<file path="config.mk">
export PLATFORM = sky130hd
export DESIGN_NAME = dsp_acc4_unpack
export DESIGN_NICKNAME = d
export VERILOG_FILES = /design/src/rtl/dsp_acc4_pkg.sv /design/src/rtl/sync_fifo_fwft.sv /design/src/rtl/dsp_acc4_unpack.sv
export SDC_FILE = /design/constraint.sdc
export NUM_CORES = 1
export LEC_CHECK = 0
export CORE_UTILIZATION = 56
export DETAILED_ROUTE_END_ITERATION = 12
export MAX_ROUTING_LAYER = met4
export PLACE_DENSITY = 0.83
export SLEW_MARGIN = 20
export SYNTH_ARGS = -nofsm -noshare
export SYNTH_HDL_FRONTEND = slang
export SYNTH_SLANG_ARGS = --single-unit
</file>
<file path="constraint.sdc">
create_clock -name clk -period 3.55 [get_ports clk]
set_clock_uncertainty 0.15 [all_clocks]
set_input_delay 0.71 -clock clk [delete_from_list [all_inputs] [get_ports clk]]
set_output_delay 0.71 -clock clk [all_outputs]
set_load 0.02 [all_outputs]
</file>
<file path="src/rtl/dsp_acc4_pkg.sv">
// Shared types and the round/shift/saturate helper for the accumulator unpack path.
package dsp_acc4_pkg;
   localparam int ACC_W = 48;
   localparam int PIX_W = 8;

   typedef logic signed [ACC_W-1:0] acc_t;

   typedef struct packed {
      logic [PIX_W-1:0] pix_h;
      logic [PIX_W-1:0] pix_l;
   } pix_pair_t;

   // Round-half-up, drop frac bits, clamp to [0, 2^out_w-1]; x is pre-sign-extended.
   function automatic logic [31:0] round_sat(input logic signed [ACC_W:0] x,
                                             input int frac, input int out_w);
      logic signed [ACC_W:0] half;
      logic signed [ACC_W:0] t;
      logic [31:0]           r;
      half = (ACC_W+1)'(1) << (frac - 1);
      t    = (x + half) >>> frac;
      if (t[ACC_W])
         r = '0;
      else if ((t >> out_w) != '0)
         r = 32'hFFFF_FFFF >> (32 - out_w);
      else
         r = t[31:0];
      return r;
   endfunction
endpackage

</file>
<file path="src/rtl/sync_fifo_fwft.sv">
// First-word-fall-through FIFO; the head stays on dout, and the last popped word is held when empty.
module sync_fifo_fwft #(
   parameter int WIDTH = 16,
   parameter int DEPTH = 4
) (
   input  logic                       clk,
   input  logic                       areset,
   input  logic                       push,
   input  logic [WIDTH-1:0]           din,
   input  logic                       pop,
   output logic [WIDTH-1:0]           dout,
   output logic                       full,
   output logic                       empty,
   output logic [$clog2(DEPTH):0]     count
);
   localparam int AW = $clog2(DEPTH);
   localparam int CW = AW + 1;

   logic [WIDTH-1:0] mem [DEPTH];
   logic [AW-1:0]    wr_ptr, rd_ptr;
   logic [WIDTH-1:0] hold;
   logic             do_push, do_pop;

   assign empty   = (count == '0);
   assign full    = (count == CW'(DEPTH));
   assign do_pop  = pop && !empty;
   // A push into a full FIFO only lands when the head leaves on the same edge.
   assign do_push = push && (!full || do_pop);
   assign dout    = empty ? hold : mem[rd_ptr];

   always_ff @(posedge clk)
      if (do_push) mem[wr_ptr] <= din;

   always_ff @(posedge clk or posedge areset) begin
      if (areset) begin
         wr_ptr <= '0;
         rd_ptr <= '0;
         count  <= '0;
         hold   <= '0;
      end else begin
         if (do_push) wr_ptr <= wr_ptr + 1'b1;
         if (do_pop) begin
            rd_ptr <= rd_ptr + 1'b1;
            hold   <= mem[rd_ptr];
         end
         case ({do_push, do_pop})
            2'b10:   count <= count + 1'b1;
            2'b01:   count <= count - 1'b1;
            default: count <= count;
         endcase
      end
   end
endmodule

</file>
<file path="src/rtl/dsp_acc4_unpack.sv">
// Splits the packed dual-lane accumulator result, compensates the high-lane borrow,
// rounds/saturates both lanes to pixels and buffers the pairs behind a valid/ready port.
module dsp_acc4_unpack
   import dsp_acc4_pkg::*;
#(
   parameter int LANE_W = 24,
   parameter int FRAC   = 8,
   parameter int OUT_W  = 8,
   parameter int DEPTH  = 4
) (
   input  logic             clk,
   input  logic             areset,
   input  logic             result_valid,
   input  logic             result_last,
   input  acc_t             result,
   output logic             out_valid,
   input  logic             out_ready,
   output logic [OUT_W-1:0] out_pix_l,
   output logic [OUT_W-1:0] out_pix_h,
   output logic             stall_req,
   output logic             overflow
);
   localparam int STAGES = 2;
   localparam int CW     = $clog2(DEPTH) + 1;

   logic [STAGES:1]         vld_pipe;
   logic                    cap, pop;
   logic signed [LANE_W:0]  lo_n, hi_n, s1_lo, s1_hi;
   logic [OUT_W-1:0]        s2_pix_l, s2_pix_h;
   logic [2*OUT_W-1:0]      fifo_dout;
   logic                    fifo_full, fifo_empty;
   logic [CW-1:0]           fifo_count;
   logic [CW:0]             occ;

   assign cap  = result_valid && result_last;
   assign lo_n = {result[LANE_W-1], result[LANE_W-1:0]};
   // A negative low lane borrowed one from the high field when the lanes were packed.
   assign hi_n = {result[ACC_W-1], result[ACC_W-1:LANE_W]} + {{LANE_W{1'b0}}, result[LANE_W-1]};

   always_ff @(posedge clk or posedge areset) begin
      if (areset) begin
         vld_pipe <= '0;
         s1_lo    <= '0;
         s1_hi    <= '0;
         s2_pix_l <= '0;
         s2_pix_h <= '0;
         overflow <= 1'b0;
      end else begin
         vld_pipe <= {vld_pipe[STAGES-1:1], cap};
         if (cap) begin
            s1_lo <= lo_n;
            s1_hi <= hi_n;
         end
         if (vld_pipe[1]) begin
            s2_pix_l <= OUT_W'(round_sat({{(ACC_W-LANE_W){s1_lo[LANE_W]}}, s1_lo}, FRAC, OUT_W));
            s2_pix_h <= OUT_W'(round_sat({{(ACC_W-LANE_W){s1_hi[LANE_W]}}, s1_hi}, FRAC, OUT_W));
         end
         if (vld_pipe[STAGES] && fifo_full && !pop) overflow <= 1'b1;
      end
   end

   sync_fifo_fwft #(.WIDTH(2*OUT_W), .DEPTH(DEPTH)) u_fifo (
      .clk    (clk),
      .areset (areset),
      .push   (vld_pipe[STAGES]),
      .din    ({s2_pix_h, s2_pix_l}),
      .pop    (pop),
      .dout   (fifo_dout),
      .full   (fifo_full),
      .empty  (fifo_empty),
      .count  (fifo_count)
   );

   assign out_valid              = !fifo_empty;
   assign pop                    = out_valid && out_ready;
   assign {out_pix_h, out_pix_l} = fifo_dout;

   // In-flight beats cannot be held back, so they are reserved against FIFO space.
   assign occ       = (CW+1)'(fifo_count) + (CW+1)'(vld_pipe[1]) + (CW+1)'(vld_pipe[2]);
   assign stall_req = (occ >= (CW+1)'(DEPTH));
endmodule

</file>
==> results of run 1 <==
[report_power, final]
part / internal, W / total (W) / leakage [nW] / switching (W)
clock network: 0.00118 / 0.00186 / 0.286 / 0.000677
logic: 0.000925 / 0.00173 / 1.21 / 0.000804
registers: 0.00207 / 0.00231 / 1.48 / 0.000244
[cell usage after synthesis, types with 6 or more instances]
cell / n / area (um2)
mux2_2: 50 / 563
nor2_1: 10 / 37.5
mux4_2: 16 / 360
edfxtp_1: 64 / 1920
nand3_1: 14 / 70.1
nor3_1: 7 / 35.0
a21oi_1: 10 / 50.1
ha_1: 8 / 100
o221ai_1: 8 / 70.1
dfrtp_1: 77 / 1930
o21ai_0: 28 / 140
xor2_1: 18 / 158
clkbuf_1: 9 / 33.8
nand4_1: 12 / 75.1
xnor2_1: 22 / 193
nand2_1: 42 / 158
and3_1: 6 / 37.5
inv_1: 23 / 86.3
[per-stage QoR]
| step | utilization [%] | hold WS, ns | setup WS (ns) | area (um2) |
|---|---|---|---|---|
| floorplan | - | 0.237 | 0.716 | 6420 |
| global placement | 66.1 | 0.308 | 0.408 | 7260 |
| detailed placement | 66.1 | 0.316 | 0.378 | 7260 |
| CTS | 71.8 | 0.329 | 0.124 | 7890 |
| global route | 71.8 | 0.364 | 0.0504 | 7890 |
| finish | 71.8 | 0.329 | 0.132 | 7890 |
[how the worst min path moves through the flow]
stage           startpoint           to  slack (ns)  depth (start not counted)
2_1_floorplan  vld_pipe[1]  vld_pipe[2]        0.24                          0
3_3_place_gp      overflow     overflow        0.31                          1
3_5_place_dp      overflow     overflow        0.32                          1
4_1_cts           overflow     overflow        0.33                          1
5_1_grt           overflow     overflow        0.36                          1
6_report          overflow     overflow        0.33                          1
[area by class of cell]
class,instances,area [um2]
clock buffer,19,433
clock inverter,13,189
inverter,24,90.1
tap,140,175
multi-input combinational,291,2410
fill,711,3100
sequential,141,3850
timing repair buffer,76,743
[critical path: stages (launching register included)]
cell	delay, ns
dfrtp_1	0.44
or3_1	0.73
mux2_2	0.37
clkdlybuf4s50_1	0.60
[routing by layer]
layer | up-vias | global-route usage [%] | wire [um]
li1 | 1901 | - | -
met4 | 0 | 8.59 | 187
met5 | - | - | 0
met2 | 117 | 39.9 | 6340
met3 | 16 | 6.40 | 524
met1 | 2059 | 27.2 | 5030
[registers in the layout, indices dropped and copies added, names as in the netlist, 3 cells and up]
register and count:
s1_hi 18, s1_lo 17, s2_pix_h 8, s2_pix_l 8, u_fifo.count 3, u_fifo.hold 16
u_fifo.mem 64
[kinds of logic after synthesis]
group                      after synthesis
AOI/OAI and AO/OA                       60
muxes                                   69
adders and majority gates                9
buffers and inverters                   41
and+or+nand+nor                        113
xor gates and xnor gates                40
DFF                                    141
==> flow_metrics.py, run 1 <==
metrics = {
    "power": {
        "pwr_density_cell_nw_per_um2": 747,
        "leakage_nw": 2.97,
        "power_w": 0.00589,
        "ir_drop_mv": 0.707,
    },
    "timing": {
        "final-max-slew-violation-count": 0,
        "fmax_mhz": 293,
        "worst_pin_slew_ns": 0.795,
        "period_share_pct": 96.3,
        "finalCriticalPeriod_ns": 3.42,
        "hold_violations": 0,
        "relSlewSlack_pct": 46.9,
        "setup_viol": 0,
        "final.setup.tns_ns": 0,
        "rsz0062_at_grt": "no",
    },
    "global_route": {
        "grt_max_degree": 41,
        "grt_overflow": 0,
        "antenna_found_initial": 0,
        "grt_first_pass_wirelength_mm": 20.0,
        "gr-usage-all-layers_pct": 23.7,
        "grt_pass1_vias": 4164,
    },
    "synth": {
        "postSynthAreaPerCell_um2": 13.6,
        "ys_types": 48,
        "synthAdderAreaFrac_pct": 1.87,
        "synth_flop_cell": "dfrtp_1",
        "synth_xor_area_share_pct": 5.46,
        "synth-compound-area-share_pct": 5.87,
        "synth_edf_count": 64,
        "ys_ff_latch": 141,
        "syn-num-nets": 535,
        "synth_top_family_by_area": "multiplexers",
        "syn_area_um2": 6420,
        "synth_mux_area_share_pct": 14.9,
        "async_flop_share_pct": 54.6,
        "ys_warn_count": 0,
        "synth_cells": 473,
        "synthSimpleGateAreaFrac_pct": 9.44,
        "ys_seq_area_share_pct": 60.0,
    },
    "setup_path": {
        "worstSetupEndpoint": "out_pix_h[0]",
        "reg2reg_depth": 7,
        "r2r_end": "s2_pix_l[1]",
        "ff2ff_setup_slack_ns": 0.75,
        "critical_path_arrival_ns": 2.56,
        "start_kind": "flip-flop",
        "critPathRequiredTime_ns": 2.69,
        "startpoint": "u_fifo.count[0]",
        "r2r_start": "s1_lo[7]",
        "critPathCaptureType": "primary output",
        "path_class": "flip-flop to primary output",
        "cp_max_fo": 18,
    },
    "clocking": {
        "clock_sink_count": 141,
        "cts_buffers": 17,
        "post_cts_buffers": 0,
        "cts_buffer_depth": 2,
        "cts_tree": "built",
        "clk_pin_slew_ns": 0.06,
        "ctsRootBufferMaster": "clkbuf_16",
        "insertion_delay_ns": 0.42,
        "cts.repair.resized": 0,
        "htreeDepth": 4,
        "cts_hold_buffers": 0,
    },
    "finish": {
        "drive_above_1_share_pct": 20.6,
        "layout.cells.most_common_list": "dfrtp_1, clkdlybuf4s50_1, edfxtp_1",
        "areaGrowthSynthToFinish_pct": 22.9,
        "nNetsFinal": 613,
        "final_common_cell": "dfrtp_1",
        "final_cells": 704,
        "antenna_cells": 0,
    },
    "routing": {
        "via_per_inst": 5.81,
        "firstDrtPassIters": 5,
        "vias": 4093,
        "wire_per_inst_um": 17.2,
        "ant_nets": 0,
        "wl_mm": 12.1,
        "post-route-drc-count": 0,
        "drt_iter0_markers": 225,
    },
    "run_status": {
        "outcome": "finished clean",
    },
    "floorplanning": {
        "initial_core_util_pct": 58.4,
        "core_um2": 11000,
        "placementRows": 38,
        "die_x_um": 109,
        "die_y_um": 109,
        "die-area_um2": 11900,
        "ioPinCount": 72,
    },
    "hold_path": {
        "min_path_type": "flip-flop to flip-flop",
    },
    "placed_design": {
        "dp_hpwl_mm": 8.06,
        "dp.cells": 672,
        "port_buffers": 64,
        "gp_congestion": 0.903,
    },
    "run": {
        "cap_viol_max_count": 0,
    },
}
(Power assumes the default switching activity.)
==> run 2, diff against run 1 <==
- CORE_MARGIN: not set -> 2
- GPL_TIMING_DRIVEN: not set -> 0
==> flow_metrics.py, run 2 (same netlist as run 1, synthesis figures left out) <==
metrics = {
    "run_status": {
        "outcome": "finished clean",
    },
    "power": {
        "leakage_nw": 2.99,
        "ir_drop_mv": 0.463,
        "seqPwrFrac_pct": 39.1,
        "intPower_w": 0.00423,
        "power.share.clock_pct": 31.9,
        "swShare_pct": 28.7,
        "pwr-share-comb_pct": 28.9,
        "p_sw_w": 0.00170,
        "pwr_density_cell_nw_per_um2": 749,
    },
    "timing": {
        "setup_viol": 0,
        "worst_pin_slew_ns": 0.846,
        "hold_violations": 0,
        "relSlewSlack_pct": 43.6,
        "finalCriticalPeriod_ns": 3.41,
        "final-max-slew-violation-count": 0,
        "period_share_pct": 96.1,
        "rsz0062_at_grt": "no",
        "fmax_mhz": 293,
        "final.setup.tns_ns": 0,
        "hold_slack_ns": 0.286,
    },
    "placed_design": {
        "port_buffers": 64,
        "gp_congestion": 0.850,
        "dp_hpwl_mm": 8.23,
    },
    "finish": {
        "layout.cells.most_common_list": "dfrtp_1, clkdlybuf4s50_1, edfxtp_1",
        "fillers": 770,
        "reg_top3": "u_fifo.mem: 64 flops, s1_hi: 18 flops, s1_lo: 17 flops",
        "regMostFlops": "u_fifo.mem",
        "drive_above_1_share_pct": 20.4,
        "largest_register_ff_count": 64,
        "areaGrowthSynthToFinish_pct": 23.4,
        "final_common_cell": "dfrtp_1",
        "antenna_cells": 0,
        "nNetsFinal": 618,
    },
    "floorplanning": {
        "die_y_um": 111,
        "initial_core_util_pct": 56.7,
        "core_um2": 11300,
        "placementRows": 39,
        "ioPinCount": 72,
        "die-area_um2": 12300,
        "die_x_um": 111,
    },
    "setup_path": {
        "worstSetupEndpoint": "out_pix_h[0]",
        "r2r_end": "u_fifo.count[2]",
        "path_buf_inv": 3,
        "cp_slowest_cell": "clkdlybuf4s50_1",
        "worst-path-stages": 5,
        "startpoint": "u_fifo.count[0]",
        "critPathRequiredTime_ns": 2.69,
        "path_cells": "or3_1, buf_2, buf_2, mux2_2, clkdlybuf4s50_1",
        "path_class": "flip-flop to primary output",
        "crit_path_frequent_cell": "buf_2",
        "start_kind": "flip-flop",
        "critical_path_arrival_ns": 2.55,
        "reg2reg_depth": 11,
        "ff2ff_setup_slack_ns": 0.33,
        "path_delay_family": "buffers and inverters",
        "slowest_delay_ns": 0.60,
        "cp_max_fo": 10,
        "r2r_start": "u_fifo.count[0]",
        "critPathCaptureType": "primary output",
    },
    "clocking": {
        "cts_buffers": 17,
        "cts_tree": "built",
        "ctsRootBufferMaster": "clkbuf_16",
        "clk_pin_slew_ns": 0.06,
        "cts_buffer_depth": 2,
        "insertion_delay_ns": 0.42,
        "htreeDepth": 4,
        "clock_sink_count": 141,
        "cts_hold_buffers": 0,
    },
    "routing": {
        "wl_mm": 12.4,
        "vias": 4102,
        "drt_iter0_markers": 298,
        "firstDrtPassIters": 4,
        "ant_nets": 0,
        "wire_per_inst_um": 17.4,
        "post-route-drc-count": 0,
        "via_per_inst": 5.76,
    },
    "global_route": {
        "grt_overflow": 0,
        "met2_usage_pct": 37.2,
        "grt_max_degree": 57,
        "grt_first_pass_wirelength_mm": 20.5,
        "gr-usage-all-layers_pct": 21.9,
        "grt_use_met1_pct": 26.1,
        "grt-busiest-layer": "met2",
        "grt_pass1_vias": 4281,
        "use_met3_pct": 4.32,
        "antenna_found_initial": 0,
    },
    "hold_path": {
        "hold-path-cell-count": 0,
        "hp-start": "vld_pipe[1]",
        "min_path_type": "flip-flop to flip-flop",
    },
    "run": {
        "cap_viol_max_count": 0,
    },
}
[run 2: changes by cell type in the layout (fill, tap and decap cells not counted), sizes merged]
cell and change:
buf -2, clkinv +1, inv -1, clkbuf +10, clkinvlp -3
[run 2: per-stage QoR]
step	worst slack [ns]	instances	utilization [%]	total power (W)	instance area [um2]
final	0.139	712	69.9	0.00593	7920
after global routing	0.0592	712	69.9	0.00618	7920
after CTS	0.112	712	69.9	0.00596	7920
after detailed placement	-0.0930	681	64.2	0.00403	7270
after global placement	-0.422	680	63.9	0.00393	7240
after floorplan	0.716	473	-	0.00340	6420
[run 2: worst register-to-register path, delay by kind of cell, from the launching register on]
family	cells	cell delay, ns
buf+inv	4	1.13
flops	1	0.45
fa+ha+maj	2	0.67
xor+xnor	2	0.30
simple gates	3	0.44
[run 2: timing repair]
action	in CTS	in global routing
gates resized for setup	4	2
setup endpoints to repair	16	1
pin swaps	0	0
setup buffers	1	0
[run 2: power by group through the flow]
stage               clock network, W  logic, W  registers, W
floorplan                          0   0.00115       0.00225
global placement                   0   0.00165       0.00228
detailed placement                 0   0.00172       0.00232
CTS                          0.00191   0.00174       0.00232
global route                 0.00198   0.00184       0.00236
finish                       0.00189   0.00172       0.00232
[run 2: how the worst min path moves through the flow]
stage	endpoint	slack, ns
floorplan	vld_pipe[2]	0.24
global placement	vld_pipe[2]	0.27
detailed placement	vld_pipe[2]	0.27
CTS	vld_pipe[2]	0.29
global route	vld_pipe[2]	0.31
finish	vld_pipe[2]	0.29
[run 2: per-layer routing]
layer | part of all wire [%] | vias to the layer above
li1 | - | 1925
met1 | 41 | 2038
met2 | 53 | 130
met3 | 5.0 | 9
met4 | 1.2 | 0
met5 | 0 | -
[run 2: layout make-up]
cell class | count | area, um2 | area share, %
multi-input combinational | 291 | 2410 | 30.4
clock buffer | 22 | 484 | 6.12
timing repair buffer | 66 | 676 | 8.53
sequential | 141 | 3850 | 48.6
clock inverter | 10 | 159 | 2.01
inverter | 24 | 92.6 | 1.17
tap | 143 | 179 | 2.26
buffer | 15 | 71.3 | 0.901
==> run 3, diff against run 2 <==
- CAP_MARGIN: not set -> 20
==> results of run 3 <==
Same layout as run 2: the final DEF is identical, and so are final timing and power.
